## src/rtl/alu_logic_arbiter.sv

```systemverilog
// Round-robin arbiter that time-shares one external bitwise logic unit between
// two requesters and returns each result through a registered valid/ready port.
module alu_logic_arbiter #(
  parameter int WIDTH = 8
) (
  input  logic             clk,
  input  logic             rst,
  input  logic             req_valid_a,
  output logic             req_ready_a,
  input  logic [1:0]       req_op_a,
  input  logic [WIDTH-1:0] req_op1_a,
  input  logic [WIDTH-1:0] req_op2_a,
  input  logic             req_valid_b,
  output logic             req_ready_b,
  input  logic [1:0]       req_op_b,
  input  logic [WIDTH-1:0] req_op1_b,
  input  logic [WIDTH-1:0] req_op2_b,
  output logic [1:0]       lu_sel,
  output logic [WIDTH-1:0] lu_op1,
  output logic [WIDTH-1:0] lu_op2,
  input  logic [WIDTH-1:0] lu_out,
  output logic             rsp_valid,
  input  logic             rsp_ready,
  output logic [WIDTH-1:0] rsp_data,
  output logic             rsp_id,
  output logic             rsp_zero,
  output logic             busy,
  output logic [1:0]       dbg_state
);

  localparam logic [1:0] IDLE = 2'd0;
  localparam logic [1:0] EXEC = 2'd1;
  localparam logic [1:0] RESP = 2'd2;

  logic [1:0]       state;
  logic             last_grant;  // 0 = A, 1 = B
  logic [1:0]       op_q;
  logic [WIDTH-1:0] op1_q;
  logic [WIDTH-1:0] op2_q;
  logic             id_q;

  // Handshakes: a transfer happens on a rising edge where valid && ready.
  // Requesters hold valid/op/operands until accepted and never derive valid
  // from ready; readies are only raised in IDLE, and the loser of a
  // contention is the side that was granted most recently.
  assign req_ready_a = (state == IDLE) && req_valid_a && (!req_valid_b || last_grant);
  assign req_ready_b = (state == IDLE) && req_valid_b && (!req_valid_a || !last_grant);

  assign lu_sel    = op_q;
  assign lu_op1    = op1_q;
  assign lu_op2    = op2_q;
  assign rsp_valid = (state == RESP);
  assign rsp_id    = id_q;
  assign rsp_zero  = (rsp_data == '0);
  assign busy      = (state != IDLE);
  assign dbg_state = state;

  always_ff @(posedge clk) begin
    if (rst) begin
      state      <= IDLE;
      last_grant <= 1'b1;
      op_q       <= '0;
      op1_q      <= '0;
      op2_q      <= '0;
      id_q       <= 1'b0;
      rsp_data   <= '0;
    end else begin
      case (state)
        IDLE: begin
          if (req_ready_a) begin
            op_q       <= req_op_a;
            op1_q      <= req_op1_a;
            op2_q      <= req_op2_a;
            id_q       <= 1'b0;
            last_grant <= 1'b0;
            state      <= EXEC;
          end else if (req_ready_b) begin
            op_q       <= req_op_b;
            op1_q      <= req_op1_b;
            op2_q      <= req_op2_b;
            id_q       <= 1'b1;
            last_grant <= 1'b1;
            state      <= EXEC;
          end
        end
        EXEC: begin
          rsp_data <= lu_out;
          state    <= RESP;
        end
        RESP: begin
          if (rsp_ready) state <= IDLE;
        end
        default: state <= IDLE;
      endcase
    end
  end

endmodule

```

## config.mk

```make
export PLATFORM = sky130hd
export DESIGN_NAME = alu_logic_arbiter
export DESIGN_NICKNAME = d
export VERILOG_FILES = /design/src/rtl/alu_logic_arbiter.sv
export SDC_FILE = /design/constraint.sdc
export NUM_CORES = 1
export LEC_CHECK = 0
export CAP_MARGIN = 10
export CORE_MARGIN = 8
export CORE_UTILIZATION = 43
export CTS_BUF_LIST = sky130_fd_sc_hd__clkbuf_8
export CTS_CLUSTER_SIZE = 30
export DETAILED_ROUTE_END_ITERATION = 8
export PLACE_DENSITY = 0.93
export REMOVE_ABC_BUFFERS = 1
export SLEW_MARGIN = 20
export SYNTH_ARGS = -nofsm -noshare
export SYNTH_HDL_FRONTEND = slang
export SYNTH_SLANG_ARGS = --single-unit
```

## constraint.sdc

```tcl
create_clock -name clk -period 2.4 [get_ports clk]
set_input_delay 0.36 -clock clk [delete_from_list [all_inputs] [get_ports clk]]
set_output_delay 0.36 -clock clk [all_outputs]
set_load 0.01 [all_outputs]
```

Yosys cells after proc, flatten, opt, wreduce, memory -nomap -nowiden

Cells that the tools add are included.

Input port bits: 49
Output and inout bits: 34
Word-level logic and storage cells: 38
Bits in writable memories: 0
Bits in latches: 0
Register bits after elaboration: 30
Memories kept: 0
Bits in read-only memories: 0

Multipliers: 0
Reductions and logical operators: 15
Bitwise gates (word level): 0
Eq/ne operators: 4
Muxes and demuxes: 12
Shifts and indexed selects: 0
$lt $le $gt $ge: 0
Div/mod/pow operators: 0
Add/sub/neg operators: 0

Operator list:

| cell                 | number |
|---|---|
| $mux W8              | 4 |
| $mux W2              | 5 |
| $logic_not A8 Y1     | 1 |
| $pmux W2 S3          | 1 |
| $logic_and A1 B1 Y1  | 4 |
| $reduce_and A2 Y1    | 2 |
| $reduce_bool A2 Y1   | 2 |
| $logic_not A1 Y1     | 3 |
| $ne A3 B3 Y1 const B | 1 |
| $eq A2 B1 Y1 const B | 1 |
| $eq A2 B2 Y1 const B | 1 |
| $logic_not A2 Y1     | 1 |
| $logic_or A1 B1 Y1   | 2 |
| $mux W1              | 2 |
| $ne A2 B1 Y1 const B | 1 |

Logic depth before layout (Yosys ltp)

Depth after elaboration: 6
Mapped depth: 6
Mapped depth without buffers: 4

Least setup slack after synthesis

OpenSTA, ideal clock, no wires.

Path kind: reg-to-reg
Start: register state[1], in the netlist dbg_state[1]
End: register op1_q[2], in the netlist lu_op1[2]
Setup time: 0.122 ns
Clock period less this slack: 1.444 ns
Data arrival time: 1.322 ns
Path buffers: 2
Required time: 2.278 ns
Slack: 0.956 ns
Cell stages (with the launch flop): 7
Path through: dfxtp_1 > nor2_4 > inv_2 > o21a_1 > buf_6 > buf_6 > a221o_1

Word-level cells in the longest chain between the ends: 5
Elaborated cells on any way between the ends: 8
Classes of those cells: 1 x mux; 7 x reduce/logical

RTL lines:

| item                                                 | line       | text |
|---|---|---|
| start, declared                                      | 35         | `logic [1:0] state;` |
| start signal, assigned                               | 60         | `state <= IDLE;` |
| start signal, assigned                               | 76         | `state <= EXEC;` |
| start signal, assigned                               | 83         | `state <= EXEC;` |
| $logic_not A2 Y1 *                                   | 46, 47, 68 |  |
| $logic_and A1 B1 Y1 (on tied branches) (2 in series) | 46, 47     |  |
| $reduce_bool A2 Y1 (no line)                         | --         |  |
| $reduce_and A2 Y1 (no line)                          | --         |  |
| end signal, assigned                                 | 72         | `op1_q <= req_op1_a;` |
| end signal, assigned                                 | 79         | `op1_q <= req_op1_b;` |
| end, declared                                        | 38         | `logic [WIDTH-1:0] op1_q;` |

Every way passes the cells marked *; elsewhere a longest branch is shown, timed or not.
A chain may end at the register's enable or synchronous reset.

Final worst setup path

Start: register state[0], in the netlist dbg_state[0]
End: output port busy

Word-level cells in the longest chain between the ends: 1

RTL lines:

| item               | line | text |
|---|---|---|
| $reduce_bool A2 Y1 | 55   | `assign busy = (state != IDLE);` |
| end, declared      | 27   | `output logic busy,` |

Every way passes these cells.

==> impl_metrics.ini <==
[critical_path]
cp-startpoint = dbg_state[0]$_SDFFE_PP0P_
reg2reg_slack_ns = 0.43
critPathKind = register to primary output
end_kind = primary output
r2r_start = dbg_state[0]$_SDFFE_PP0P_
cp_data_required_time_ns = 2.04
r2r-end = lu_op2[7]$_SDFFE_PP0P_
slowest_delay_ns = 0.62
rr_worst_depth = 4
start_kind = register
path_cells = nor2_4, inv_2, clkdlybuf4s50_1
arrival_ns = 1.84
crit_fanout = 21
path_buf_inv = 2
path_delay_family = buffers and inverters
slowest_stage = clkdlybuf4s50_1

[pwr]
ir_drop_mv = 0.375
p_total_mw = 1.68
power_density_mw_per_mm2 = 663
p_leak_nw = 0.942

[timing]
fin_ws_ns = 0.198
tightest_slew_ns = 0.690
finalHoldViolations = 0
period_share_pct = 91.7
fin_tns_setup_ns = 0
slew_headroom_pct = 54.0
finClkSkew_ns = 0.00427
rsz0062_at_grt = false
setup_viol = 0
fin_crit_ns = 2.20
clock.fmax_ghz = 0.454
slew_viol_final = 0

[die]
die_h_um = 76.2
die_w_um = 76.2
die_area_mm2 = 0.00580
initial_core_util_pct = 43.5
io_pins = 83
rows = 22
core_mm2 = 0.00358

[grt]
met2_usage_pct = 28.4
met1_usage_pct = 19.5
antenna_found_initial = 0
grt_pass1_vias = 1703
grtUsageTotal_pct = 16.9
grt_max_degree = 23
use_met3_pct = 5.07
grt-ovfl-total = 0
grt.busiest_layer = met2
grt_pass1_wl_mm = 8.29

[routing]
firstDrtPassIters = 4
drc_errors = 0
drtAntennaViolNets = 0
wl_mm = 5.06
avgRoutedWirePerCell_um = 17.1
drt_iter0_markers = 88
vias_per_cell = 5.41
via_count = 1600

[clock_network]
clk_pin_slew_ns = 0.07
insertion_delay_ns = 0.28
cts.sinks = 30
cts_max_path_buffers = 2
post_cts_buffers = 0
cts_buffers = 5
cts_tree = done
cts_hold_buf = 0
ctsRootBufferMaster = clkbuf_8
cts_max_level = 2
post_cts_resized = 0

[min_path]
hp-start = rst
hold_depth = 2
min_to = rsp_id$_SDFFE_PP0P_
min_path_type = input port to register

[layout]
fin_util_pct = 70.6
n_antenna_cell = 0
fin_nets = 296
final_cells = 296
area_growth_pct = 62.2
drive_gt1_share_pct = 8.06

[synth]
postSynth.asyncResetShare_pct = 0
synthTopCellsByCount = dfxtp_1 (30), nor2b_1 (20), nand2_1 (19)
synth_top_area_share_pct = 38.6
synth.distinct_cells = 23
synth_top_flop_cell = dfxtp_1
yosysWarnings = 0
yosysSeqAreaShare_pct = 38.6
synth_top_area_cell = dfxtp_1
synth_edf_count = 0
ys_seq_elements = 30
syn_area_mm2 = 0.00156
synth.avg_cell_area_um2 = 9.11
synthTopCellsByArea = dfxtp_1 (39%), a221o_1 (12%), and4_1 (10%)
yosysMostFrequentCell = dfxtp_1
synthCells = 171

[placement]
port_buffers = 82
dp_cells = 287
dp_hpwl_mm = 3.51
place_congestion = 0.737
dp_slack_ns = 0.300

[flow_run]
cap_viol_max_count = 0

[run_status]
status = completed
where the power goes:
group / switching (mW) / internal, mW
registers: 0.0383 / 0.554
clock network: 0.191 / 0.443
logic: 0.192 / 0.258
total: 0.421 / 1.25
how the worst max path moves through the flow:
stage / end / slack, ns / depth (start not counted)
floorplan: lu_op1[0]$_SDFFE_PP0P_ / 0.65 / 3
global route: busy / 0.08 / 3
global placement: req_ready_a / 0.35 / 4
finish: busy / 0.20 / 3
detailed placement: req_ready_a / 0.30 / 4
CTS: req_ready_b / 0.17 / 4
cells in the final DEF (no fill, tap or decap), drive strengths merged, types with 2 or more instances in the layout:
cell type,count
a21oi,10
nand2,19
buf,7
dfxtp,30
or4,2
clkdlybuf4s50,81
nor2b,20
inv,3
nor4b,18
a221o,18
and4,18
clkbuf,6
bufinv,2
nand2b,3
nor2,5
logic make-up after synthesis:
family / synth area share (%)
compound gates: 16.3
buf+inv: 7.15
flops: 38.6
simple gates: 38.0
layer usage:
metal | vias up | routed length, um
li1 | 797 | -
met1 | 754 | 2230
met2 | 43 | 2530
met3 | 6 | 230
met4 | 0 | 72
met5 | - | 0
sequential cells by signal, indices dropped and copies added, names as in the netlist:
| register | flops |
|---|---|
| rsp_id | 1 |
| lu_op2 | 8 |
| last_grant | 1 |
| dbg_state | 2 |
| lu_sel | 2 |
| lu_op1 | 8 |
| rsp_data | 8 |
area by class of cell:
cell class / instances / area (um2)
clock buffers: 6 / 82.6
flip-flops and latches: 30 / 601
well taps: 48 / 60.1
fillers: 296 / 1050
clock inverters: 2 / 60.1
inverters: 3 / 11.3
repair buffers: 88 / 861
multi-input cells: 119 / 852
per-stage QoR:
step / hold WS [ns] / area [um2]
after floorplan: 0.429 / 1460
after global placement: 0.454 / 2380
after detailed placement: 0.466 / 2380
after CTS: 0.464 / 2520
after global routing: 0.480 / 2530
final: 0.472 / 2530
No activity file was read; power rests on OpenSTA's default activity.
